<file path="src/rtl/ctrl_pkg.sv">
// Shared encodings for the multicycle RV32I control unit: FSM states, opcodes,
// ALU-op and alu_control codes, datapath mux selects and fault causes.
package ctrl_pkg;

    typedef enum logic [3:0] {
        StFetch,
        StDecode,
        StMemAdr,
        StMemRead,
        StMemWb,
        StMemWrite,
        StExecR,
        StExecI,
        StAluWb,
        StBeq,
        StJal,
        StFault
    } state_e;

    localparam logic [6:0] OpLoad  = 7'b0000011;
    localparam logic [6:0] OpStore = 7'b0100011;
    localparam logic [6:0] OpR     = 7'b0110011;
    localparam logic [6:0] OpImm   = 7'b0010011;
    localparam logic [6:0] OpBeq   = 7'b1100011;
    localparam logic [6:0] OpJal   = 7'b1101111;

    localparam logic [1:0] AluOpAdd   = 2'b00;
    localparam logic [1:0] AluOpSub   = 2'b01;
    localparam logic [1:0] AluOpFunct = 2'b10;

    localparam logic [2:0] AluAdd = 3'b000;
    localparam logic [2:0] AluSub = 3'b001;
    localparam logic [2:0] AluAnd = 3'b010;
    localparam logic [2:0] AluOr  = 3'b011;
    localparam logic [2:0] AluSlt = 3'b101;

    localparam logic [1:0] SrcAPc    = 2'b00;
    localparam logic [1:0] SrcAOldPc = 2'b01;
    localparam logic [1:0] SrcARs1   = 2'b10;

    localparam logic [1:0] SrcBRs2  = 2'b00;
    localparam logic [1:0] SrcBImm  = 2'b01;
    localparam logic [1:0] SrcBFour = 2'b10;

    localparam logic [1:0] ResAluOut  = 2'b00;
    localparam logic [1:0] ResMemData = 2'b01;
    localparam logic [1:0] ResAlu     = 2'b10;

    localparam logic [1:0] ImmI = 2'b00;
    localparam logic [1:0] ImmS = 2'b01;
    localparam logic [1:0] ImmB = 2'b10;
    localparam logic [1:0] ImmJ = 2'b11;

    localparam logic [1:0] FaultNone    = 2'b00;
    localparam logic [1:0] FaultIllegal = 2'b01;
    localparam logic [1:0] FaultTimeout = 2'b10;

endpackage

</file>
<file path="src/rtl/multicycle_ctrl_fsm_if.sv">
// Controller <-> datapath/memory signal bundle; master is the control unit side.
interface multicycle_ctrl_fsm_if #(
    parameter int unsigned INSTRET_W = 32
) ();

    logic                 run;
    logic [6:0]           op;
    logic [2:0]           funct3;
    logic                 funct7_5;
    logic                 zero;
    logic                 mem_ready;

    logic                 mem_req;
    logic                 mem_write;
    logic                 adr_src;
    logic                 ir_write;
    logic                 pc_write;
    logic                 reg_write;
    logic [1:0]           alu_src_a;
    logic [1:0]           alu_src_b;
    logic [1:0]           result_src;
    logic [1:0]           imm_src;
    logic [2:0]           alu_control;
    logic [INSTRET_W-1:0] instret;
    logic                 fault;
    logic [1:0]           fault_code;

    modport master (
        input  run, op, funct3, funct7_5, zero, mem_ready,
        output mem_req, mem_write, adr_src, ir_write, pc_write, reg_write,
               alu_src_a, alu_src_b, result_src, imm_src, alu_control,
               instret, fault, fault_code
    );

    modport slave (
        output run, op, funct3, funct7_5, zero, mem_ready,
        input  mem_req, mem_write, adr_src, ir_write, pc_write, reg_write,
               alu_src_a, alu_src_b, result_src, imm_src, alu_control,
               instret, fault, fault_code
    );

endinterface

</file>
<file path="src/rtl/alu_ctrl_decode.sv">
// Combinational ALU-op/funct decoder; unsupported funct3 values fall back to ADD.
module alu_ctrl_decode
    import ctrl_pkg::*;
(
    input  logic [1:0] alu_op_i,
    input  logic [2:0] funct3_i,
    input  logic       funct7_5_i,
    input  logic       op5_i,
    output logic [2:0] alu_control_o
);

    always_comb begin
        alu_control_o = AluAdd;
        case (alu_op_i)
            AluOpSub: alu_control_o = AluSub;
            AluOpFunct: begin
                case (funct3_i)
                    // SUB only for R-type; addi with instr[30] set is still ADD
                    3'b000: if (funct7_5_i && op5_i) alu_control_o = AluSub;
                    3'b010: alu_control_o = AluSlt;
                    3'b110: alu_control_o = AluOr;
                    3'b111: alu_control_o = AluAnd;
                    default: alu_control_o = AluAdd;
                endcase
            end
            default: alu_control_o = AluAdd;
        endcase
    end

endmodule

</file>
<file path="src/rtl/multicycle_ctrl_fsm.sv">
// Multicycle RV32I control FSM: sequences the shared datapath, handshakes with one memory
// port, counts retired instructions and latches a sticky fault.
module multicycle_ctrl_fsm
    import ctrl_pkg::*;
#(
    parameter int unsigned TIMEOUT_CYCLES = 255,
    parameter int unsigned INSTRET_W      = 32
) (
    input logic                  clk,
    input logic                  rst_n,
    multicycle_ctrl_fsm_if.master bus
);

    state_e               state_q, state_d;
    logic [31:0]          wait_q, wait_d;
    logic [INSTRET_W-1:0] instret_q, instret_d;
    logic [1:0]           fault_code_q, fault_code_d;

    logic       mem_req, mem_write, ir_write, pc_write, reg_write, adr_src;
    logic       retire, wait_limit;
    logic [1:0] alu_op, alu_src_a, alu_src_b, result_src;

    // True on the wait cycle that would bring the counter up to the limit
    assign wait_limit = (TIMEOUT_CYCLES != 0) && (wait_q == 32'(TIMEOUT_CYCLES - 1));

    always_comb begin
        state_d      = state_q;
        fault_code_d = fault_code_q;
        mem_req      = 1'b0;
        mem_write    = 1'b0;
        adr_src      = 1'b0;
        ir_write     = 1'b0;
        pc_write     = 1'b0;
        reg_write    = 1'b0;
        retire       = 1'b0;
        alu_op       = AluOpAdd;
        alu_src_a    = SrcAPc;
        alu_src_b    = SrcBRs2;
        result_src   = ResAluOut;
        unique case (state_q)
            StFetch: begin
                mem_req    = bus.run;
                alu_src_b  = SrcBFour;
                result_src = ResAlu;
                if (bus.run && bus.mem_ready) begin
                    ir_write = 1'b1;
                    pc_write = 1'b1;
                    state_d  = StDecode;
                end else if (bus.run && wait_limit) begin
                    state_d      = StFault;
                    fault_code_d = FaultTimeout;
                end
            end
            StDecode: begin
                alu_src_a = SrcAOldPc;
                alu_src_b = SrcBImm;
                case (bus.op)
                    OpLoad, OpStore: state_d = StMemAdr;
                    OpR:             state_d = StExecR;
                    OpImm:           state_d = StExecI;
                    OpBeq:           state_d = StBeq;
                    OpJal:           state_d = StJal;
                    default: begin
                        state_d      = StFault;
                        fault_code_d = FaultIllegal;
                    end
                endcase
            end
            StMemAdr: begin
                alu_src_a = SrcARs1;
                alu_src_b = SrcBImm;
                state_d   = bus.op[5] ? StMemWrite : StMemRead;
            end
            StMemRead, StMemWrite: begin
                mem_req   = 1'b1;
                mem_write = (state_q == StMemWrite);
                adr_src   = 1'b1;
                if (bus.mem_ready) begin
                    state_d = (state_q == StMemWrite) ? StFetch : StMemWb;
                    retire  = (state_q == StMemWrite);
                end else if (wait_limit) begin
                    state_d      = StFault;
                    fault_code_d = FaultTimeout;
                end
            end
            StMemWb: begin
                result_src = ResMemData;
                reg_write  = 1'b1;
                retire     = 1'b1;
                state_d    = StFetch;
            end
            StExecR, StExecI: begin
                alu_src_a = SrcARs1;
                alu_src_b = (state_q == StExecI) ? SrcBImm : SrcBRs2;
                alu_op    = AluOpFunct;
                state_d   = StAluWb;
            end
            StAluWb: begin
                reg_write = 1'b1;
                retire    = 1'b1;
                state_d   = StFetch;
            end
            StBeq: begin
                alu_src_a = SrcARs1;
                alu_op    = AluOpSub;
                pc_write  = bus.zero;
                retire    = 1'b1;
                state_d   = StFetch;
            end
            StJal: begin
                alu_src_a = SrcAOldPc;
                alu_src_b = SrcBFour;
                pc_write  = 1'b1;
                state_d   = StAluWb;
            end
            default: state_d = StFault;
        endcase

        if (mem_req && !bus.mem_ready && (state_d == state_q)) begin
            wait_d = wait_q + 32'd1;
        end else begin
            wait_d = '0;
        end
        instret_d = retire ? instret_q + INSTRET_W'(1) : instret_q;
    end

    always_ff @(posedge clk or negedge rst_n) begin
        if (!rst_n) begin
            state_q      <= StFetch;
            wait_q       <= '0;
            instret_q    <= '0;
            fault_code_q <= FaultNone;
        end else begin
            state_q      <= state_d;
            wait_q       <= wait_d;
            instret_q    <= instret_d;
            fault_code_q <= fault_code_d;
        end
    end

    alu_ctrl_decode u_alu_ctrl_decode (
        .alu_op_i      (alu_op),
        .funct3_i      (bus.funct3),
        .funct7_5_i    (bus.funct7_5),
        .op5_i         (bus.op[5]),
        .alu_control_o (bus.alu_control)
    );

    always_comb begin
        case (bus.op)
            OpStore: bus.imm_src = ImmS;
            OpBeq:   bus.imm_src = ImmB;
            OpJal:   bus.imm_src = ImmJ;
            default: bus.imm_src = ImmI;
        endcase
    end

    // Enables are gated by reset so they drop the moment rst_n falls
    assign bus.mem_req    = mem_req & rst_n;
    assign bus.mem_write  = mem_write & rst_n;
    assign bus.ir_write   = ir_write & rst_n;
    assign bus.pc_write   = pc_write & rst_n;
    assign bus.reg_write  = reg_write & rst_n;
    assign bus.adr_src    = adr_src;
    assign bus.alu_src_a  = alu_src_a;
    assign bus.alu_src_b  = alu_src_b;
    assign bus.result_src = result_src;
    assign bus.instret    = instret_q;
    assign bus.fault      = (state_q == StFault);
    assign bus.fault_code = fault_code_q;

endmodule
</file>
<file path="src/flat_wrapper.sv">
// flat-port wrapper written by rule: the top's interface ports become plain ports
module multicycle_ctrl_fsm_flat import ctrl_pkg::*;
#(
    parameter int unsigned TIMEOUT_CYCLES = 255,
    parameter int unsigned INSTRET_W      = 32
)
  (clk, rst_n, bus_run, bus_op, bus_funct3, bus_funct7_5, bus_zero, bus_mem_ready, bus_mem_req, bus_mem_write, bus_adr_src, bus_ir_write, bus_pc_write, bus_reg_write, bus_alu_src_a, bus_alu_src_b, bus_result_src, bus_imm_src, bus_alu_control, bus_instret, bus_fault, bus_fault_code);
  multicycle_ctrl_fsm_if #(.INSTRET_W(INSTRET_W)) bus_i ();
  input logic clk;
  input logic rst_n;
  input wire logic [$bits(bus_i.run)-1:0] bus_run;
  input wire logic [$bits(bus_i.op)-1:0] bus_op;
  input wire logic [$bits(bus_i.funct3)-1:0] bus_funct3;
  input wire logic [$bits(bus_i.funct7_5)-1:0] bus_funct7_5;
  input wire logic [$bits(bus_i.zero)-1:0] bus_zero;
  input wire logic [$bits(bus_i.mem_ready)-1:0] bus_mem_ready;
  output wire logic [$bits(bus_i.mem_req)-1:0] bus_mem_req;
  output wire logic [$bits(bus_i.mem_write)-1:0] bus_mem_write;
  output wire logic [$bits(bus_i.adr_src)-1:0] bus_adr_src;
  output wire logic [$bits(bus_i.ir_write)-1:0] bus_ir_write;
  output wire logic [$bits(bus_i.pc_write)-1:0] bus_pc_write;
  output wire logic [$bits(bus_i.reg_write)-1:0] bus_reg_write;
  output wire logic [$bits(bus_i.alu_src_a)-1:0] bus_alu_src_a;
  output wire logic [$bits(bus_i.alu_src_b)-1:0] bus_alu_src_b;
  output wire logic [$bits(bus_i.result_src)-1:0] bus_result_src;
  output wire logic [$bits(bus_i.imm_src)-1:0] bus_imm_src;
  output wire logic [$bits(bus_i.alu_control)-1:0] bus_alu_control;
  output wire logic [$bits(bus_i.instret)-1:0] bus_instret;
  output wire logic [$bits(bus_i.fault)-1:0] bus_fault;
  output wire logic [$bits(bus_i.fault_code)-1:0] bus_fault_code;
  assign bus_i.run = bus_run;
  assign bus_i.op = bus_op;
  assign bus_i.funct3 = bus_funct3;
  assign bus_i.funct7_5 = bus_funct7_5;
  assign bus_i.zero = bus_zero;
  assign bus_i.mem_ready = bus_mem_ready;
  assign bus_mem_req = bus_i.mem_req;
  assign bus_mem_write = bus_i.mem_write;
  assign bus_adr_src = bus_i.adr_src;
  assign bus_ir_write = bus_i.ir_write;
  assign bus_pc_write = bus_i.pc_write;
  assign bus_reg_write = bus_i.reg_write;
  assign bus_alu_src_a = bus_i.alu_src_a;
  assign bus_alu_src_b = bus_i.alu_src_b;
  assign bus_result_src = bus_i.result_src;
  assign bus_imm_src = bus_i.imm_src;
  assign bus_alu_control = bus_i.alu_control;
  assign bus_instret = bus_i.instret;
  assign bus_fault = bus_i.fault;
  assign bus_fault_code = bus_i.fault_code;
  multicycle_ctrl_fsm #(.TIMEOUT_CYCLES(TIMEOUT_CYCLES), .INSTRET_W(INSTRET_W)) u_core (.clk(clk), .rst_n(rst_n), .bus(bus_i));
endmodule
</file>
<file path="config.mk">
export PLATFORM = sky130hd
export DESIGN_NAME = multicycle_ctrl_fsm_flat
export DESIGN_NICKNAME = d
export VERILOG_FILES = /design/src/rtl/ctrl_pkg.sv /design/src/rtl/multicycle_ctrl_fsm_if.sv /design/src/rtl/alu_ctrl_decode.sv /design/src/rtl/multicycle_ctrl_fsm.sv /design/src/flat_wrapper.sv
export SDC_FILE = /design/constraint.sdc
export NUM_CORES = 1
export LEC_CHECK = 0
export CELL_PAD_IN_SITES_DETAIL_PLACEMENT = 0
export CELL_PAD_IN_SITES_GLOBAL_PLACEMENT = 1
export CORE_AREA = 4 4 100 102
export CTS_BUF_LIST = sky130_fd_sc_hd__clkbuf_4 sky130_fd_sc_hd__clkbuf_8 sky130_fd_sc_hd__clkbuf_16
export CTS_CLUSTER_DIAMETER = 120
export DETAILED_ROUTE_END_ITERATION = 8
export DIE_AREA = 0 0 104 106
export GPL_TIMING_DRIVEN = 0
export PLACE_DENSITY_LB_ADDON = 0.1
export SYNTH_ARGS = -nofsm -noshare
export SYNTH_HDL_FRONTEND = slang
export SYNTH_SLANG_ARGS = --single-unit
</file>
<file path="constraint.sdc">
create_clock -name clk -period 5.3 [get_ports clk]
set_clock_uncertainty 0.15 [all_clocks]
set_input_delay 0.53 -clock clk [delete_from_list [all_inputs] [get_ports clk]]
set_output_delay 0.53 -clock clk [all_outputs]
set_load 0.03 [all_outputs]
</file>
## Yosys cells after proc, flatten, opt, wreduce, memory -nomap -nowiden

Index checks and enable logic that the tools add are counted.

| storage, ports and cells | value |
|---|---|
| bits in latches | 0 |
| memory bits (writable) | 0 |
| bits in registers | 70 |
| output and inout bits | 52 |
| memories kept | 0 |
| input bits | 16 |
| memory bits (read-only) | 0 |

| cells by class | value |
|---|---|
| eq/ne operators | 29 |
| divide/modulo/power cells | 0 |
| muxes and demuxes | 33 |
| reduce and logical (&&, ||, !) cells | 21 |
| multiply operators | 0 |
| add/subtract/negate cells | 2 |
| $lt $le $gt $ge | 0 |
| bitwise gates (word level) | 5 |
| shift-type cells | 0 |

Operators with widths:

| cell | count |
|---|---|
| 32-bit by 1-bit adder with 32-bit output (second input constant) | 2 |
| 32-bit by 8-bit equality test with 1-bit output (second input constant) | 1 |
| 32-bit 2-to-1 mux | 1 |
| 4-bit one-hot mux with 6 select lines | 1 |
| 4-bit one-hot mux with 5 select lines | 1 |
| 2-bit one-hot mux with 3 select lines | 3 |
| 4-bit by 3-bit equality test with 1-bit output (second input constant) | 4 |
| 4-bit equality test (second input constant) | 4 |
| 4-bit 2-to-1 mux | 4 |
| 7-bit by 6-bit equality test with 1-bit output (second input constant) | 2 |
| 7-bit equality test (second input constant) | 2 |
| 2-bit OR reduction | 7 |
| 2-bit one-hot mux with 2 select lines | 3 |
| 3-bit one-hot mux with 4 select lines | 1 |
| 2-bit 2-to-1 mux | 5 |
| 4-bit by 2-bit equality test with 1-bit output (second input constant) | 2 |
| 1-bit 2-to-1 mux | 8 |
| 7-bit by 2-bit equality test with 1-bit output (second input constant) | 1 |
| 7-bit by 5-bit equality test with 1-bit output (second input constant) | 1 |
| 3-bit equality test (second input constant) | 2 |
| 3-bit 2-to-1 mux | 2 |
| 2-bit inequality test (second input constant) | 3 |
| 3-bit one-hot mux with 2 select lines | 1 |
| 6-bit AND reduction | 1 |
| 17 further kinds | 28 |

## Longest topological paths before layout

Gate-level depths: netlist of run 1.

| depth | value |
|---|---|
| depth in word-level cells | 8 |
| depth in mapped cells | 10 |

## By module

A second synthesis of run 1 with hierarchy kept.

| unflattened totals | value |
|---|---|
| cells, all modules | 434 |
| area total of the unflattened synthesis | 4020.1 sq um |

Modules (own cells, without submodules):

| module | area an instance (sq um) | instances | cells each |
|---|---|---|---|
| multicycle_ctrl_fsm | 3923.8 | 1 | 423 |
| alu_ctrl_decode | 96.3 | 1 | 11 |

## Least setup slack after synthesis of run 1

Ideal clock, no wire load.

| timing | value |
|---|---|
| path type | flip-flop to output port |
| start | register u_core.state_q[0] |
| end | output port bus_alu_control[2] |
| path buffers | 2 |
| slack | 2.185 ns |
| arrival time | 2.435 ns |
| stages on the path, launching flop included | 9 |
| cell sequence | dfrtp_1 -> clkbuf_1 -> clkbuf_1 -> inv_1 -> nor2_1 -> nand2_1 -> inv_1 -> ha_1 -> nor4_1 |

| between the ends | value |
|---|---|
| longest elaborated chain between the ends | 5 |
| elaborated cells between the ends (all ways) | 8 |
| classes of those cells | 5 x eq/ne; 2 x mux; 1 x reduce/logical |

Ends and longest elaborated chain:

| element | RTL line | source |
|---|---|---|
| start, declared | multicycle_ctrl_fsm.sv:14 | `state_e state_q, state_d;` |
| start signal, assigned | multicycle_ctrl_fsm.sv:129 | `state_q <= StFetch;` |
| start signal, assigned | multicycle_ctrl_fsm.sv:134 | `state_q <= state_d;` |
| 4-bit by 3-bit equality test with 1-bit output | multicycle_ctrl_fsm.sv:40 | `unique case (state_q)` |
| 2-bit OR reduction | n/a |  |
| 2-bit one-hot mux with 2 select lines * | multicycle_ctrl_fsm.sv:40 |  |
| 2-bit equality test / 2-bit by 1-bit equality test with 1-bit output (equally long branches) | alu_ctrl_decode.sv:14 | `case (alu_op_i)` |
| 3-bit one-hot mux with 2 select lines * | alu_ctrl_decode.sv:14 |  |
| end, declared | flat_wrapper.sv:27 | `output wire logic [$bits(bus_i.alu_control)-1:0] bus_alu_control;` |

Mark *: on every way between the ends. The rest lies on a longest branch, timed or not.

## Final worst setup path of run 1

Ends and elaborated chain as after synthesis.

==> impl_summary.md, run 1 <==
Status
The run finished with clean final reports.

Setup path
In this run the worst path has a maximum fanout of 10. In this design, the stage delay of the slowest critical-path cell is 0.72 ns. STA puts the critical path data required time at 4.62 ns.

The kind of start point of the critical path is a flop. The worst setup path is of the flop to output pin kind. STA classifies the critical path endpoint as an output pin.

Data arrives at the worst endpoint at 3.17 ns. The cell family contributing the most delay on the critical path is buffers and inverters. The signal on the critical path passes through clkbuf_1 > clkbuf_1 > inv_1 > nor2_1 > nand2_1 > inv_1 > ha_1 > nor4_1 > clkdlybuf4s50_1.

The count of buffering cells on the critical path with inverters included is 5. The slowest stage of the critical path is the sky130_fd_sc_hd__clkdlybuf4s50_1 cell.

Placement
The placed instances occupy a cell area of 0.00479 mm². The HPWL reported at the end of detailed placement is 6950 µm. In this run, placement finished with an instance count of 605. Before CTS, the worst setup slack after placement is 1.59 ns.

The number of input and output port buffers inserted is 66. The congestion estimate from routability-driven global placement came to 0.866.

Floorplanning
The floorplan step defined a die boundary enclosing 0.0110 mm². The I/O pin total is 68. For this configuration, the core starts out at a cell density of 0.435. Measured along the x axis, the die boundary spans 104 µm. The die is 106 µm tall. The row count is 35. The core region area is 0.00911 mm².

Power and ir drop
The share of total power dissipated in sequential elements is 0.325. Cell internal power was estimated by the tool at 1.15 mW. The design draws 1.92 mW.

Summed over all cells, the static leakage comes to 1.97 nW. The share of total power consumed by net switching is 0.400. The share of total power dissipated in the clock network is 0.260. Power spread over the standard cell area amounts to 381 mW/mm². The part of the total power dissipated in combinational logic is 0.415. The maximum VDD drop is 0.000195 V.

The analysis attributes to net switching a power of 0.766 mW.

Detailed routing
The number of remaining DRC errors is 0. The number of DRC markers in iteration 0 is 145. The number of vias per cell is 5.49. The number of vias after detailed routing is 3414. The average detailed-routed wire length per instance is 15.2 µm.

The detailed-routing iteration count for the pre-antenna-repair pass is 4. The total wire length after detailed routing is 9430 µm. The detail route stage leaves a number of antenna-violating nets equal to 0.

Cells and area
From synthesis to final layout, the design area changed by 26.8%. The area of all placed cells without fillers is 0.00503 mm². The number of cells in the finished layout apart from fillers is 622. The repair_antennas step left the layout with diodes totalling 0. At the end of the flow, the number of nets in the layout was 527. The share of layout cells above drive strength 1 is 0.0568.

Clock network
Counting the buffers created by CTS gives 9. The insertion delay of the later-clocked pin in the worst-skew pair is 0.35 ns. The number of clock sinks is 70.

In this run the number of H-tree levels came out at 3. The clock tree from TritonCTS is yes. CTS placed an instance of sky130_fd_sc_hd__clkbuf_8 at the clock tree root. The longest clock path from root to sink contains 2 buffers. The post-cts sizing count is 0.

The clock transition time at the flip-flop clock pins of the worst setup and hold paths is 0.09 ns.

GRT
Summed over all layers, the global routing overflow is 0. The number of global-route vias before repair came to 3311. The first global-routing pass estimated 16400 µm of wire. The number of antenna violations at the first check in global routing is 0. Entering global routing, the biggest net connects 56 pins. Across every metal layer, demand over resource in global routing totals 0.181.

Synth
In this run the mean area of a mapped cell was 9.28 µm². The mapped netlist covers 0.00396 mm². The synthesized netlist contains 52 unique library cells. The commonest cells after synthesis are sky130_fd_sc_hd__dfrtp_1 (70), sky130_fd_sc_hd__xnor2_1 (44), sky130_fd_sc_hd__nand2_1 (37), sky130_fd_sc_hd__nor2_1 (32). The post-synthesis sequential area ratio is 0.442.

The Yosys step of the flow raised 0 warnings. In this run, synthesis produced a sequential element count of 70. The number of nets handed over by synthesis was 448. Yosys mapped a number of flops with a built-in enable equal to 0. Among all flip-flop cells after synthesis, the most frequent one is sky130_fd_sc_hd__dfrtp_1.

The cell type with the largest total area after synthesis is sky130_fd_sc_hd__dfrtp_1. Synthesis produced 427 cells. The top-area cell type share of the netlist area is 0.442.

Yosys attributes the largest share of cell area to sky130_fd_sc_hd__dfrtp_1 (44%), sky130_fd_sc_hd__xnor2_1 (9.7%), sky130_fd_sc_hd__nand2_1 (3.5%), sky130_fd_sc_hd__nand3_1 (3.3%), sky130_fd_sc_hd__nor3_1 (3.3%). Among all cell types in the netlist, the one instantiated most often is sky130_fd_sc_hd__dfrtp_1. Counting flops with an async set or reset pin after synthesis yields a share of 1.00.

STA
Setup repair after global routing left no endpoint under its margin. The transition time at the pin with the least slew margin is 1.09 ns. The worst slew slack as a fraction of its limit is 0.263. The post-route setup TNS is 0 ns. The final clock period utilization by the worst path is 0.727. The achievable frequency is 260 MHz. The final critical-path setup slack is 1.45 ns. The final period demand of the worst path is 3.85 ns. The final count of hold timing violations is 0.

The max-slew violation total from the final report is 0. Setup violations remaining at the end of the flow were counted as 0.

Run
The number of violations of the max-capacitance limit is 0.

Hold path
The min-delay analysis places its worst path in the category flop to flop.
[cells in the final DEF, fill, tap and decap left out, drive strengths merged, types with 8 or more instances in the layout]
| master | n |
|---|---|
| a21oi | 15 |
| and3 | 8 |
| clkbuf | 21 |
| clkdlybuf4s50 | 65 |
| dfrtp | 70 |
| inv | 17 |
| nand2 | 37 |
| nand3 | 26 |
| nand4 | 21 |
| nor2 | 32 |
| nor3 | 26 |
| nor4 | 14 |
| o21ai | 10 |
| or4 | 10 |
| xnor2 | 44 |
| xor2 | 13 |
[metal layers]
| layer | vias to the layer above | part of all wire | track usage |
|---|---|---|---|
| met1 | 1639 | 0.49 | 0.253 |
| met3 | 9 | 0.040 | 0.0407 |
| li1 | 1692 | - | - |
| met4 | 0 | 0.0092 | 0.0427 |
| met2 | 74 | 0.46 | 0.285 |
| met5 | - | 0 | 0 |
[logic make-up after synthesis]
group | after synthesis | synth area share
XOR/XNOR | 57 | 0.126
adder cells (fa/ha/maj) | 5 | 0.0158
buffers and inverters | 31 | 0.0316
flip-flops | 70 | 0.442
multiplexers | 2 | 0.00537
AND/OR/NAND/NOR | 218 | 0.309
AO/OA/AOI/OAI | 44 | 0.0704
[power groups by stage]
stage,registers (mW),clock network [mW],logic [mW]
floorplan,0.674,0,0.476
detailed placement,0.633,0,0.798
CTS,0.622,0.513,0.801
global placement,0.630,0,0.792
global route,0.631,0.536,0.867
finish,0.622,0.499,0.795
[state kept, by name, summed over array words and instances (netlist names)]
register	count
u_core.bus.instret	32
u_core.wait_q	32
u_core.state_q	4
u_core.bus.fault_code	2
[stage by stage]
| step | utilization | hold WS [ns] |
|---|---|---|
| global placement | 0.523 | 0.326 |
| finish | 0.552 | 0.342 |
| floorplan | - | 0.0844 |
| detailed placement | 0.526 | 0.290 |
| CTS | 0.552 | 0.349 |
| global route | 0.552 | 0.362 |
[cell type report]
cell class | instances | area [µm²]
plain buffers | 17 | 72.6
well taps | 111 | 139
flip-flops and latches | 70 | 1750
inverters | 14 | 52.6
repair buffers | 68 | 696
fillers | 837 | 4080
multi-input cells | 326 | 2090
clock buffers | 9 | 124
clock inverters | 7 | 105
[what timing repair did]
| item | 4_1_cts | 5_1_grt |
|---|---|---|
| hold buffers | 1 | 0 |
| endpoints found under the hold margin | 15 | 0 |
| buffers inserted | 0 | 0 |
[worst paths after layout]
| check | startpoint | to | slack [ns] | depth (start not counted) |
|---|---|---|---|---|
| min reg2reg | u_core.bus.instret[23] | u_core.bus.instret[23] | 0.34 | 1 |
| max reg2reg | u_core.wait_q[24] | u_core.wait_q[4] | 2.46 | 5 |
| max in group asynchronous | rst_n | u_core.state_q[2] | 3.99 | 3 |
| min | u_core.bus.instret[23] | u_core.bus.instret[23] | 0.34 | 1 |
| min in group asynchronous | rst_n | u_core.bus.fault_code[0] | 0.46 | 2 |
| max | u_core.state_q[0] | bus_alu_control[2] | 1.45 | 9 |
(Power assumes the default switching activity.)
==> inputs of run 2 (changes only) <==
--- a/config.mk
+++ b/config.mk
@@ -7,11 +7,11 @@
 export LEC_CHECK = 0
 export CELL_PAD_IN_SITES_DETAIL_PLACEMENT = 0
 export CELL_PAD_IN_SITES_GLOBAL_PLACEMENT = 1
-export CORE_AREA = 4 4 100 102
+export CORE_AREA = 4 4 104 106
 export CTS_BUF_LIST = sky130_fd_sc_hd__clkbuf_4 sky130_fd_sc_hd__clkbuf_8 sky130_fd_sc_hd__clkbuf_16
 export CTS_CLUSTER_DIAMETER = 120
 export DETAILED_ROUTE_END_ITERATION = 8
-export DIE_AREA = 0 0 104 106
+export DIE_AREA = 0 0 108 110
 export GPL_TIMING_DRIVEN = 0
 export PLACE_DENSITY_LB_ADDON = 0.1
 export SYNTH_ARGS = -nofsm -noshare
==> constraint.sdc (replaced) <==
create_clock -name clk -period 3.6 [get_ports clk]
set_clock_uncertainty 0.15 [all_clocks]
set_input_delay 0.36 -clock clk [delete_from_list [all_inputs] [get_ports clk]]
set_output_delay 0.36 -clock clk [all_outputs]
set_load 0.03 [all_outputs]
==> run 2 against run 1 <==
First-iteration DRC count grew 6.2%. Die area grew 7.8%. Critical path depth grew 1. Non-clock buffer count shrank 1. Flip-flop and latch count is the same. Clock power grew 33%. Critical endpoint is now bus_alu_control[0]. Largest cell class unchanged.
==> impl_summary.md, run 2 (synthesis gave the netlist of run 1 again) <==
Status
The flow ran to the end, and the final reports show no timing, DRC or antenna violations.

Cells and area
The share of layout cells above drive strength 1 is 0.0627. Leaving out fill and tap cells, the most frequent cells in the layout are sky130_fd_sc_hd__dfrtp_1 (70), sky130_fd_sc_hd__clkdlybuf4s50_1 (64), sky130_fd_sc_hd__xnor2_1 (44). The net total in the final layout is 526. The antenna diode count is 0. The most common cell after layout, fill and taps aside is sky130_fd_sc_hd__dfrtp_1. From synthesis to final layout, the design area changed by 27.0%.

The footprint of the multi-input gates is 0.00209 mm². The filler cells instantiated in the layout total 953. The register area is 0.00175 mm². For this run, the share of the core covered by cells in the final layout is 0.515.

Once layout is complete, the cells apart from fillers number 643.

Detailed routing
The number of DRC markers in iteration 0 is 154. The count of nets left with antenna violations after detail routing is 0. The pre-antenna-repair detailed-routing pass consisted of 4 iterations. The number of vias per cell is 5.32. The total wire length after detailed routing is 9560 µm. For this run, design rule violations remaining after detail routing come to 0.

The average detailed-routed wire length per instance is 14.9 µm. The routed layout has 3422 vias.

Power and ir drop
The power density of the placed cells is 548 mW/mm². The share of total power dissipated in sequential elements is 0.337. Of the total power, the share spent switching nets is 0.406.

The internal power is 1.64 mW. Of the total power, combinational logic draws 0.421. The maximum VDD drop is 0.000233 V. The clock power share is 0.241. The leakage power of the design is 1.99 nW. The analysis attributes to net switching a power of 1.12 mW.

Clock network
The longest clock path from root to sink contains 2 buffers. The clock tree from TritonCTS is yes. The H-tree was split into 3 levels. The number of clock buffers added by TritonCTS is 9. For the worst-skew pair, the clock arrives at the later sink with an insertion delay of 0.35 ns.

After clock tree synthesis, the clock-pin slew on the worst setup and hold paths is 0.09 ns. The clock root buffer is sky130_fd_sc_hd__clkbuf_8. The number of buffers added for setup after CTS is 0. The number of clock sinks is 70.

Floorplanning
In this run the standard cell core region covers 0.00977 mm². The initial standard-cell utilization of the core is 0.405. The I/O pin total is 68.

The floorplan step defined a die boundary enclosing 0.0119 mm². The floorplan has 36 rows. The die height is 110 µm. From left edge to right edge, the die measures 108 µm.

Setup path
The critical path is of the flop to output pin type. Of all nets on the critical path, the largest fanout is 10. The data arrival time of the worst path is 2.82 ns. The worst setup path is launched from a flop. The data required time of the critical path is 3.09 ns. The worst setup path is captured at an output pin.

GRT
The number of global-route vias before repair is 3172. The number of antenna violations at the first check in global routing is 0. The sum of overflow across all layers after global routing is 0. Across every metal layer, demand over resource in global routing totals 0.166. Entering global routing, the biggest net connects 58 pins. The first-pass GRT wire length is 15900 µm.

STA
Setup violations remaining at the end of the flow were counted as 0. Static timing analysis puts the maximum clock frequency at 301 MHz. Subtracting the final worst setup slack from the clock period gives 3.33 ns. The final clock period utilization by the worst path is 0.924. The max-slew violation total from the final report came to 0. The transition time at the pin with the least slew margin is 1.11 ns. Setup repair after global routing left no endpoint under its margin. The final count of hold timing violations is 0. The worst slew slack as a fraction of its limit is 0.250.

Run
Across the run, the number of max-cap violations was 0.

Placement
In this run, placement finished with an instance count of 627. Buffers placed on the I/O ports in this run total 66. The HPWL reported at the end of detailed placement is 7090 µm. Routability-driven placement finished with a final weighted congestion of 0.816.

Hold path
The kind of path behind the tightest hold check is input port to asynchronous set/reset pin.
run 2: cell count changes in the layout (fill, tap and decap cells not counted), sizes merged:
cell           delta
clkinv            +1
inv               -1
dlymetal6s2s      +1
bufinv            -1
clkdlybuf4s50     -1
run 2: routing by layer:
metal	track usage	vias to the layer above	part of all wire
li1	-	1702	-
met1	0.228	1621	0.45
met2	0.262	85	0.47
met3	0.0483	14	0.064
met4	0.0379	0	0.011
met5	0	-	0
run 2: through the flow:
stage | area [µm²] | power (mW) | hold WS [ns] | setup TNS [ns] | setup slack (ns)
2_1_floorplan | 3960 | 1.69 | -0.0856 | 0 | 0.655
3_3_place_gp | 4790 | 2.11 | 0.313 | -53.18 | -1.43
3_5_place_dp | 4810 | 2.12 | 0.120 | 0 | 0.306
4_1_cts | 5030 | 2.80 | 0.291 | 0 | 0.0564
5_1_grt | 5030 | 2.94 | 0.300 | 0 | 0.0368
6_report | 5030 | 2.76 | 0.289 | 0 | 0.273
run 2: timing repair:
item                                   CTS  global route
resized for setup                        1             5
setup endpoints to repair                2             2
endpoints found under the hold margin   17             0
hold buffers                             1             0
run 2: worst max-delay path, stage by stage, from the launching register on:
cell and delay (ns):
sky130_fd_sc_hd__dfrtp_1 0.53, sky130_fd_sc_hd__clkbuf_2 0.28, sky130_fd_sc_hd__inv_1 0.12, sky130_fd_sc_hd__nor2_1 0.22, sky130_fd_sc_hd__nand2_1 0.14, sky130_fd_sc_hd__ha_1 0.23, sky130_fd_sc_hd__nand3_1 0.09, sky130_fd_sc_hd__nor3_1 0.05
sky130_fd_sc_hd__nor3_1 0.16, sky130_fd_sc_hd__nor2_1 0.06, sky130_fd_sc_hd__clkdlybuf4s50_1 0.59
run 2: area by class of cell:
| class | count | share of cell area |
|---|---|---|
| Clock inverter | 6 | 0.0137 |
| Timing Repair Buffer | 68 | 0.139 |
| Multi-Input combinational cell | 326 | 0.414 |
| Buffer | 16 | 0.0144 |
| Inverter | 14 | 0.0104 |
| Tap cell | 133 | 0.0331 |
| Sequential cell | 70 | 0.348 |
| Clock buffer | 10 | 0.0273 |
run 2: path summary, 6_finish.rpt:
kind,cells past startpoint,slack (ns),end,from
setup / recovery,10,0.27,bus_alu_control[0],u_core.state_q[0]
hold / removal,2,0.29,u_core.wait_q[5],rst_n
setup reg to reg,5,0.68,u_core.wait_q[7],u_core.wait_q[27]
hold reg to reg,1,0.32,u_core.bus.instret[31],u_core.bus.instret[31]
max in group asynchronous,3,2.45,u_core.wait_q[24],rst_n
min in group clk,1,0.32,u_core.bus.instret[31],u_core.bus.instret[31]
run 2: power by group through the flow:
stage / clock network, mW / logic (mW) / registers, mW
global placement: 0 / 1.18 / 0.931
CTS: 0.692 / 1.19 / 0.918
global route: 0.727 / 1.27 / 0.945
detailed placement: 0 / 1.18 / 0.934
floorplan: 0 / 0.700 / 0.992
finish: 0.665 / 1.16 / 0.931
